**src/rtl/price_window_ctrl_pkg.sv**
```systemverilog
// Shared definitions for the price window controller.
// Holds default parameter values, the stock-id / buffer-address typedefs
// and the per-stock window-state enum.
package price_window_ctrl_pkg;

    localparam int DEF_DATA_WIDTH   = 32;
    localparam int DEF_BUFFER_SIZE  = 32;
    localparam int DEF_NUM_STOCKS   = 4;
    localparam int DEF_FP_WORD_SIZE = 64;

    localparam int DEF_SID_W  = $clog2(DEF_NUM_STOCKS);
    localparam int DEF_ADDR_W = $clog2(DEF_NUM_STOCKS * DEF_BUFFER_SIZE);

    typedef logic [DEF_SID_W-1:0]  stock_id_t;
    typedef logic [DEF_ADDR_W-1:0] buf_addr_t;

    typedef enum logic [1:0] {
        EMPTY   = 2'd0,
        FILLING = 2'd1,
        FULL    = 2'd2
    } win_state_e;

endpackage

```
**src/rtl/price_window_ctrl_window_ptr.sv**
```systemverilog
// window_ptr: per-stock write pointer and fill counter.
// Ports:
//   i_clk, i_reset_n : clock, synchronous active-low reset
//   i_accept         : a sample for this stock is written this cycle
//   i_flush          : clear this stock's window (wins over i_accept)
//   o_ptr            : current write slot inside the stock's window
//   o_full           : registered window-full flag
import price_window_ctrl_pkg::*;

module window_ptr #(
    parameter int BUFFER_SIZE = DEF_BUFFER_SIZE
) (
    input  logic                           i_clk,
    input  logic                           i_reset_n,
    input  logic                           i_accept,
    input  logic                           i_flush,
    output logic [$clog2(BUFFER_SIZE)-1:0] o_ptr,
    output logic                           o_full
);
    localparam int PTR_W = $clog2(BUFFER_SIZE);
    localparam int CNT_W = PTR_W + 1;

    logic [PTR_W-1:0] ptr_q, ptr_d;
    logic [CNT_W-1:0] cnt_q, cnt_d;
    logic             full_q, full_d;
    win_state_e       state;

    // State is a pure function of the fill count.
    always_comb begin
        if (cnt_q == '0)
            state = EMPTY;
        else if (cnt_q == CNT_W'(BUFFER_SIZE))
            state = FULL;
        else
            state = FILLING;
    end

    always_comb begin
        ptr_d = ptr_q;
        cnt_d = cnt_q;
        if (i_flush) begin
            ptr_d = '0;
            cnt_d = '0;
        end else if (i_accept) begin
            // Pointer keeps wrapping once full; the count saturates.
            ptr_d = ptr_q + PTR_W'(1);
            if (state != FULL)
                cnt_d = cnt_q + CNT_W'(1);
        end
        // Flag the fill from the next count so it lines up with o_valid.
        full_d = (cnt_d == CNT_W'(BUFFER_SIZE));
    end

    always_ff @(posedge i_clk) begin
        if (!i_reset_n) begin
            ptr_q  <= '0;
            cnt_q  <= '0;
            full_q <= 1'b0;
        end else begin
            ptr_q  <= ptr_d;
            cnt_q  <= cnt_d;
            full_q <= full_d;
        end
    end

    assign o_ptr  = ptr_q;
    assign o_full = full_q;

endmodule

```
**src/rtl/price_window_ctrl.sv**
```systemverilog
// price_window_ctrl: cleans top-of-book updates and issues them into a
// per-stock circular sample window for the volatility stage.
// Ports:
//   i_clk, i_reset_n          : clock, synchronous active-low reset
//   i_valid/i_stock_id/
//   i_best_ask/i_best_bid     : incoming update (0 price = empty side)
//   i_flush/i_flush_id        : clear one stock's window
//   o_valid/o_write_address/
//   o_stock_id/o_best_ask/
//   o_best_bid                : registered cleaned sample, 1-cycle latency
//   o_buffer_size_reciprocal  : constant 1/BUFFER_SIZE in Q32.32
//   o_window_full             : per-stock window-full flags
//   o_drop_count              : saturating count of rejected updates
import price_window_ctrl_pkg::*;

module price_window_ctrl #(
    parameter int DATA_WIDTH   = DEF_DATA_WIDTH,
    parameter int BUFFER_SIZE  = DEF_BUFFER_SIZE,
    parameter int NUM_STOCKS   = DEF_NUM_STOCKS,
    parameter int FP_WORD_SIZE = DEF_FP_WORD_SIZE
) (
    input  logic                                       i_clk,
    input  logic                                       i_reset_n,
    input  logic                                       i_valid,
    input  logic [$clog2(NUM_STOCKS)-1:0]              i_stock_id,
    input  logic [DATA_WIDTH-1:0]                      i_best_ask,
    input  logic [DATA_WIDTH-1:0]                      i_best_bid,
    input  logic                                       i_flush,
    input  logic [$clog2(NUM_STOCKS)-1:0]              i_flush_id,
    output logic                                       o_valid,
    output logic [$clog2(NUM_STOCKS*BUFFER_SIZE)-1:0]  o_write_address,
    output logic [$clog2(NUM_STOCKS)-1:0]              o_stock_id,
    output logic [DATA_WIDTH-1:0]                      o_best_ask,
    output logic [DATA_WIDTH-1:0]                      o_best_bid,
    output logic [FP_WORD_SIZE-1:0]                    o_buffer_size_reciprocal,
    output logic [NUM_STOCKS-1:0]                      o_window_full,
    output logic [15:0]                                o_drop_count
);
    localparam int SID_W  = $clog2(NUM_STOCKS);
    localparam int PTR_W  = $clog2(BUFFER_SIZE);
    localparam int ADDR_W = SID_W + PTR_W;
    localparam logic [63:0] RECIP64 = 64'h1_0000_0000 / 64'(BUFFER_SIZE);

    logic [NUM_STOCKS-1:0][DATA_WIDTH-1:0] last_ask_q, last_ask_d;
    logic [NUM_STOCKS-1:0][DATA_WIDTH-1:0] last_bid_q, last_bid_d;
    logic [NUM_STOCKS-1:0][PTR_W-1:0]      ptr_all;
    logic [NUM_STOCKS-1:0]                 accept_vec, flush_vec;

    logic                  valid_q, valid_d;
    logic [ADDR_W-1:0]     addr_q, addr_d;
    logic [SID_W-1:0]      sid_q, sid_d;
    logic [DATA_WIDTH-1:0] ask_q, ask_d, bid_q, bid_d;
    logic [15:0]           drop_q, drop_d;

    logic [DATA_WIDTH-1:0] clean_ask, clean_bid;
    logic                  drop, accept;

    // Side cleaning: an empty side borrows the stock's last good value.
    always_comb begin
        clean_ask = (i_best_ask == '0) ? last_ask_q[i_stock_id] : i_best_ask;
        clean_bid = (i_best_bid == '0) ? last_bid_q[i_stock_id] : i_best_bid;
        drop = ((i_best_ask == '0) && (i_best_bid == '0)) ||
               (clean_ask == '0) || (clean_bid == '0) ||
               (clean_ask < clean_bid) ||
               (i_flush && (i_flush_id == i_stock_id));
        accept = i_valid && !drop;
    end

    always_comb begin
        last_ask_d = last_ask_q;
        last_bid_d = last_bid_q;
        valid_d    = accept;
        addr_d     = addr_q;
        sid_d      = sid_q;
        ask_d      = ask_q;
        bid_d      = bid_q;
        drop_d     = drop_q;
        if (accept) begin
            addr_d                 = {i_stock_id, ptr_all[i_stock_id]};
            sid_d                  = i_stock_id;
            ask_d                  = clean_ask;
            bid_d                  = clean_bid;
            last_ask_d[i_stock_id] = clean_ask;
            last_bid_d[i_stock_id] = clean_bid;
        end
        if (i_valid && drop && (drop_q != 16'hFFFF))
            drop_d = drop_q + 16'd1;
        if (i_flush) begin
            last_ask_d[i_flush_id] = '0;
            last_bid_d[i_flush_id] = '0;
        end
    end

    always_ff @(posedge i_clk) begin
        if (!i_reset_n) begin
            last_ask_q <= '0;
            last_bid_q <= '0;
            valid_q    <= 1'b0;
            addr_q     <= '0;
            sid_q      <= '0;
            ask_q      <= '0;
            bid_q      <= '0;
            drop_q     <= '0;
        end else begin
            last_ask_q <= last_ask_d;
            last_bid_q <= last_bid_d;
            valid_q    <= valid_d;
            addr_q     <= addr_d;
            sid_q      <= sid_d;
            ask_q      <= ask_d;
            bid_q      <= bid_d;
            drop_q     <= drop_d;
        end
    end

    for (genvar s = 0; s < NUM_STOCKS; s++) begin : g_win
        assign accept_vec[s] = accept  && (i_stock_id == SID_W'(s));
        assign flush_vec[s]  = i_flush && (i_flush_id == SID_W'(s));

        window_ptr #(.BUFFER_SIZE(BUFFER_SIZE)) u_window_ptr (
            .i_clk     (i_clk),
            .i_reset_n (i_reset_n),
            .i_accept  (accept_vec[s]),
            .i_flush   (flush_vec[s]),
            .o_ptr     (ptr_all[s]),
            .o_full    (o_window_full[s])
        );
    end

    assign o_valid                  = valid_q;
    assign o_write_address          = addr_q;
    assign o_stock_id               = sid_q;
    assign o_best_ask               = ask_q;
    assign o_best_bid               = bid_q;
    assign o_drop_count             = drop_q;
    assign o_buffer_size_reciprocal = FP_WORD_SIZE'(RECIP64);

endmodule

```
**config.mk**
```make
export PLATFORM = sky130hd
export DESIGN_NAME = price_window_ctrl
export DESIGN_NICKNAME = d
export VERILOG_FILES = /design/src/rtl/price_window_ctrl_pkg.sv /design/src/rtl/price_window_ctrl_window_ptr.sv /design/src/rtl/price_window_ctrl.sv
export SDC_FILE = /design/constraint.sdc
export NUM_CORES = 1
export LEC_CHECK = 0
export CORE_ASPECT_RATIO = 1.2
export CORE_MARGIN = 5
export CORE_UTILIZATION = 47
export CTS_BUF_LIST = sky130_fd_sc_hd__clkbuf_8
export DETAILED_ROUTE_END_ITERATION = 10
export DONT_BUFFER_PORTS = 1
export PLACE_DENSITY = 0.68
export SLEW_MARGIN = 25
export SYNTH_ARGS = -nofsm -noshare
export SYNTH_HDL_FRONTEND = slang
export SYNTH_SLANG_ARGS = --single-unit
```
**constraint.sdc**
```tcl
create_clock -name i_clk -period 5.8 [get_ports i_clk]
set_clock_uncertainty 0.1 [all_clocks]
set_input_delay 1.74 -clock i_clk [delete_from_list [all_inputs] [get_ports i_clk]]
set_output_delay 1.74 -clock i_clk [all_outputs]
set_load 0.1 [all_outputs]
```
==> summary.md <==
| Metric | Value |
|---|---|
| Area growth from synthesis to layout | `13.3%` |
| Overall routing resource usage | `roughly 25%` |
| Initial antenna violation count | `1` |
| Synth cell types | `70` |
| Drt drc | `0` |
| Leakage power | `7.70 nW` |
| Placed Instances | `2545` |
| Worst hold path type | `reg -> reg` |
| Post-detail-place hpwl | `slightly below 40000 um` |
| Sw power | `between 0.002 and 0.0025 W` |
| Vias in the first global route | `14900` |
| Critical Path AT | `roughly 5800 ps` |
| Largest net degree at the start of global routing | `91` |
| Largest fanout on the critical path | `22` |
| Yosys Warn Count | `0` |
| Worst relative slew slack | `between 20% and 30%` |
| First-pass GRT wire length | `around 85000 um` |
| Storage cell area | `just under 8000 sq um` |
| Vias per std cell | `between 5 and 6` |
| Crit end category | `flop` |
| RSZ-0062 raised after global routing | `no` |
| Max Root-Sink Buffers | `3` |
| Port buffer count | `0` |
| Internal power | `roughly 0.0043 W` |
| Area after DPL | `roughly 19000 sq um` |
| Worst-margin pin slew | `1180 ps` |
| Inserted Clock Buffers | `61` |
| PD cells | `306 nW/um^2` |
| Die height | `226 um` |
| Final min period | `5400 ps` |
| MaxCap Viol Count | `0` |
| Final setup violation count | `0` |
| CP max stage cell | `a211oi_4` |
| Ys async rst share | `0%` |
| First-pass detailed-route iteration total | `5` |
| Total grt overflow | `0` |
| Num Clock Sinks | `between 300 and 400` |
| Top area cells in the synthesized netlist | `dfxtp_1 43%, nor2_1 11%, mux4_2 8.5%, a211oi_1 6.6%, nor3_1 5.0%` |
| Die area | `42900 sq um` |
| Final hold viol count | `0` |
| CP dominant cell by count | `buf_4` |
| Synth Instances | `2057` |
| Chip Width | `190 um` |
| Cell area after layout | `approximately 21000 sq um` |
| Cell Area, Synth | `18200 sq um` |
| Final Wtd Congestion | `0.985` |
| Post-synth top area cell | `dfxtp_1` |
| Post-layout util | `53.6%` |
| Skew-Pair Late Insertion Delay | `around 660 ps` |
| Number of synthesized register bits | `~390` |
| WL per Instance | `20.8 um` |
| Switching share of power | `around a third` |
| Initial core utilization | `47.3%` |
| Setup TNS | `0 ps` |
| WP data required | `slightly above 6000 ps` |
| WL final | `roughly 55000 um` |
| Filler cell count | `3477` |
| Fin nets | `2238` |
| Area occupied by multi-input gates | `between 9000 and 10000 sq um` |
| Resized cells post-CTS | `0` |
| Worst setup SP type | `input pin` |
| Final worst-path cycle share | `slightly above 90%` |
| Max-slew violation count | `0` |
| Sequential share of power | `between 40% and 50%` |
| Clock transition at the registers of the reported paths | `60 ps` |
| Maximum VDD drop | `0.232 mV` |
| IO Pins | `230` |
| Post-synth EDFFs | `0` |
| Top-area cell type share of the netlist area | `a little over two fifths` |
| Logic pwr share | `12.1%` |
| Clk pwr share | `roughly two fifths` |
| Antenna-violating nets left | `0` |
| Core area | `around 39000 sq um` |
| Finished Layout Cells | `~2700` |
| Fmax | `185 MHz` |
| Via count | `between 15000 and 20000` |
| Post-CTS Hold Fix Bufs | `0` |
| Starting DRT DRC Count | `around 1300` |
| Cell Chain, Critical Path | `nor4_1 -> buf_4 -> nand3_1 -> nor3_4 -> buf_12 -> a21oi_1 -> ha_1 -> nor4b_1 -> and4_1 -> a32oi_1 -> a2bb2oi_2 -> o21ai_2 -> buf_4 -> a211oi_4 -> buf_4 -> nand3b_1 -> a21o_1 -> a211oi_1` |
| H-tree Lvls | `2` |
| Register area share after synthesis | `a little over two fifths` |
| Syn_area_per_cell | `approximately 8.9 sq um` |
| Crit path largest cell delay | `~420 ps` |
| Worst Setup Path Type | `in -> reg` |
| Setup Buffers After CTS | `0` |
| Share of cells above drive strength 1 | `between 15 and 20%` |
| # rows | `around 80` |
| Ys flop type | `dfxtp_1` |
| CTS root buffer | `clkbuf_8` |
| CTS tree | `built` |
| Status | `finished, final reports clean` |
-- cells by family after synthesis --
| logic type | after synthesis | synth area share (%) |
|---|---|---|
| AOI/OAI and AO/OA | 332 | 12.8 |
| buffers and inverters | 242 | 7.80 |
| other | 2 | 0.0412 |
| xor gates and xnor gates | 37 | 1.78 |
| DFF | 392 | 43.0 |
| adders and majority gates | 43 | 2.95 |
| and+or+nand+nor | 935 | 22.8 |
| muxes | 74 | 8.80 |
-- cell usage after synthesis (21+ instances only) --
master,n
clkbuf_1,82
buf_2,35
dfxtp_1,392
nor4_1,34
nor3_1,183
mux4_2,69
buf_6,21
a21o_1,39
o21ai_0,24
nor2_1,541
nand3_1,31
inv_1,23
xnor2_1,25
buf_4,79
nand2_1,58
a21oi_1,74
a211oi_1,161
ha_1,43
-- cells in the final DEF (no fill, tap or decap), types with 57 or more instances in the layout --
cell type  count
a211oi_1     160
a21oi_1       74
buf_4        133
clkbuf_8      83
conb_1        64
dfxtp_1      389
mux4_2        69
nand2_1       57
nor2_1       540
nor3_1       182
-- worst paths after layout --
check | to | cells after the start | startpoint | slack [ps]
hold reg to reg | last_ask_q[54] | 2 | last_ask_q[54] | 390
setup / recovery | g_win[1].u_window_ptr.o_full | 18 | i_best_bid[15] | 400
hold / removal | last_ask_q[54] | 2 | last_ask_q[54] | 390
setup reg to reg | last_bid_q[127] | 15 | last_ask_q[121] | 1640
-- sequential cells by signal (all words and copies together) (netlist names) --
name                       flops
o_valid                        1
o_drop_count                  16
o_best_bid                    32
o_best_ask                    32
o_write_address                7
g_win.u_window_ptr.o_full      4
last_bid_q                   128
g_win.u_window_ptr.o_ptr      20
g_win.u_window_ptr.cnt_q      24
last_ask_q                   128
-- worst max-delay path: cells and delay by family --
kind                       cells  cell delay, ps
buffers and inverters          4             870
adders and majority gates      1             370
and+or+nand+nor                6            1370
AOI/OAI and AO/OA              7            1440
-- metal layers --
layer	vias to the layer above	wire, um	GRT usage (%)
li1	7289	-	-
met1	7443	21500	32.2
met2	776	26200	41.0
met3	129	5750	5.94
met4	0	1900	8.59
met5	-	0	0
-- cell type report --
class                   count  area share, %
diodes                      1         0.0121
clock buffers              83           5.53
clock inverters            32          0.738
inverters                  24          0.442
multi-input cells        1485           45.0
flip-flops and latches    392           38.0
well taps                 486           2.94
repair buffers            159           7.38
-- power groups by stage --
stage | combinational [W] | clock, W | sequential, W
2_1_floorplan | 0.000618 | 0 | 0.00317
3_3_place_gp | 0.000743 | 0 | 0.00319
3_5_place_dp | 0.000755 | 0 | 0.00319
4_1_cts | 0.000758 | 0.00246 | 0.00313
5_1_grt | 0.000820 | 0.00258 | 0.00314
6_report | 0.000766 | 0.00242 | 0.00313
-- per-stage QoR --
step                worst slack (ps)  power [W]  hold slack (ps)
floorplan                       47.2    0.00378              359
global placement                -285    0.00393              373
detailed placement              -222    0.00395              385
CTS                              459    0.00635              394
global route                     107    0.00654              411
finish                           404    0.00632              392
No activity file was read; power rests on OpenSTA's default activity.
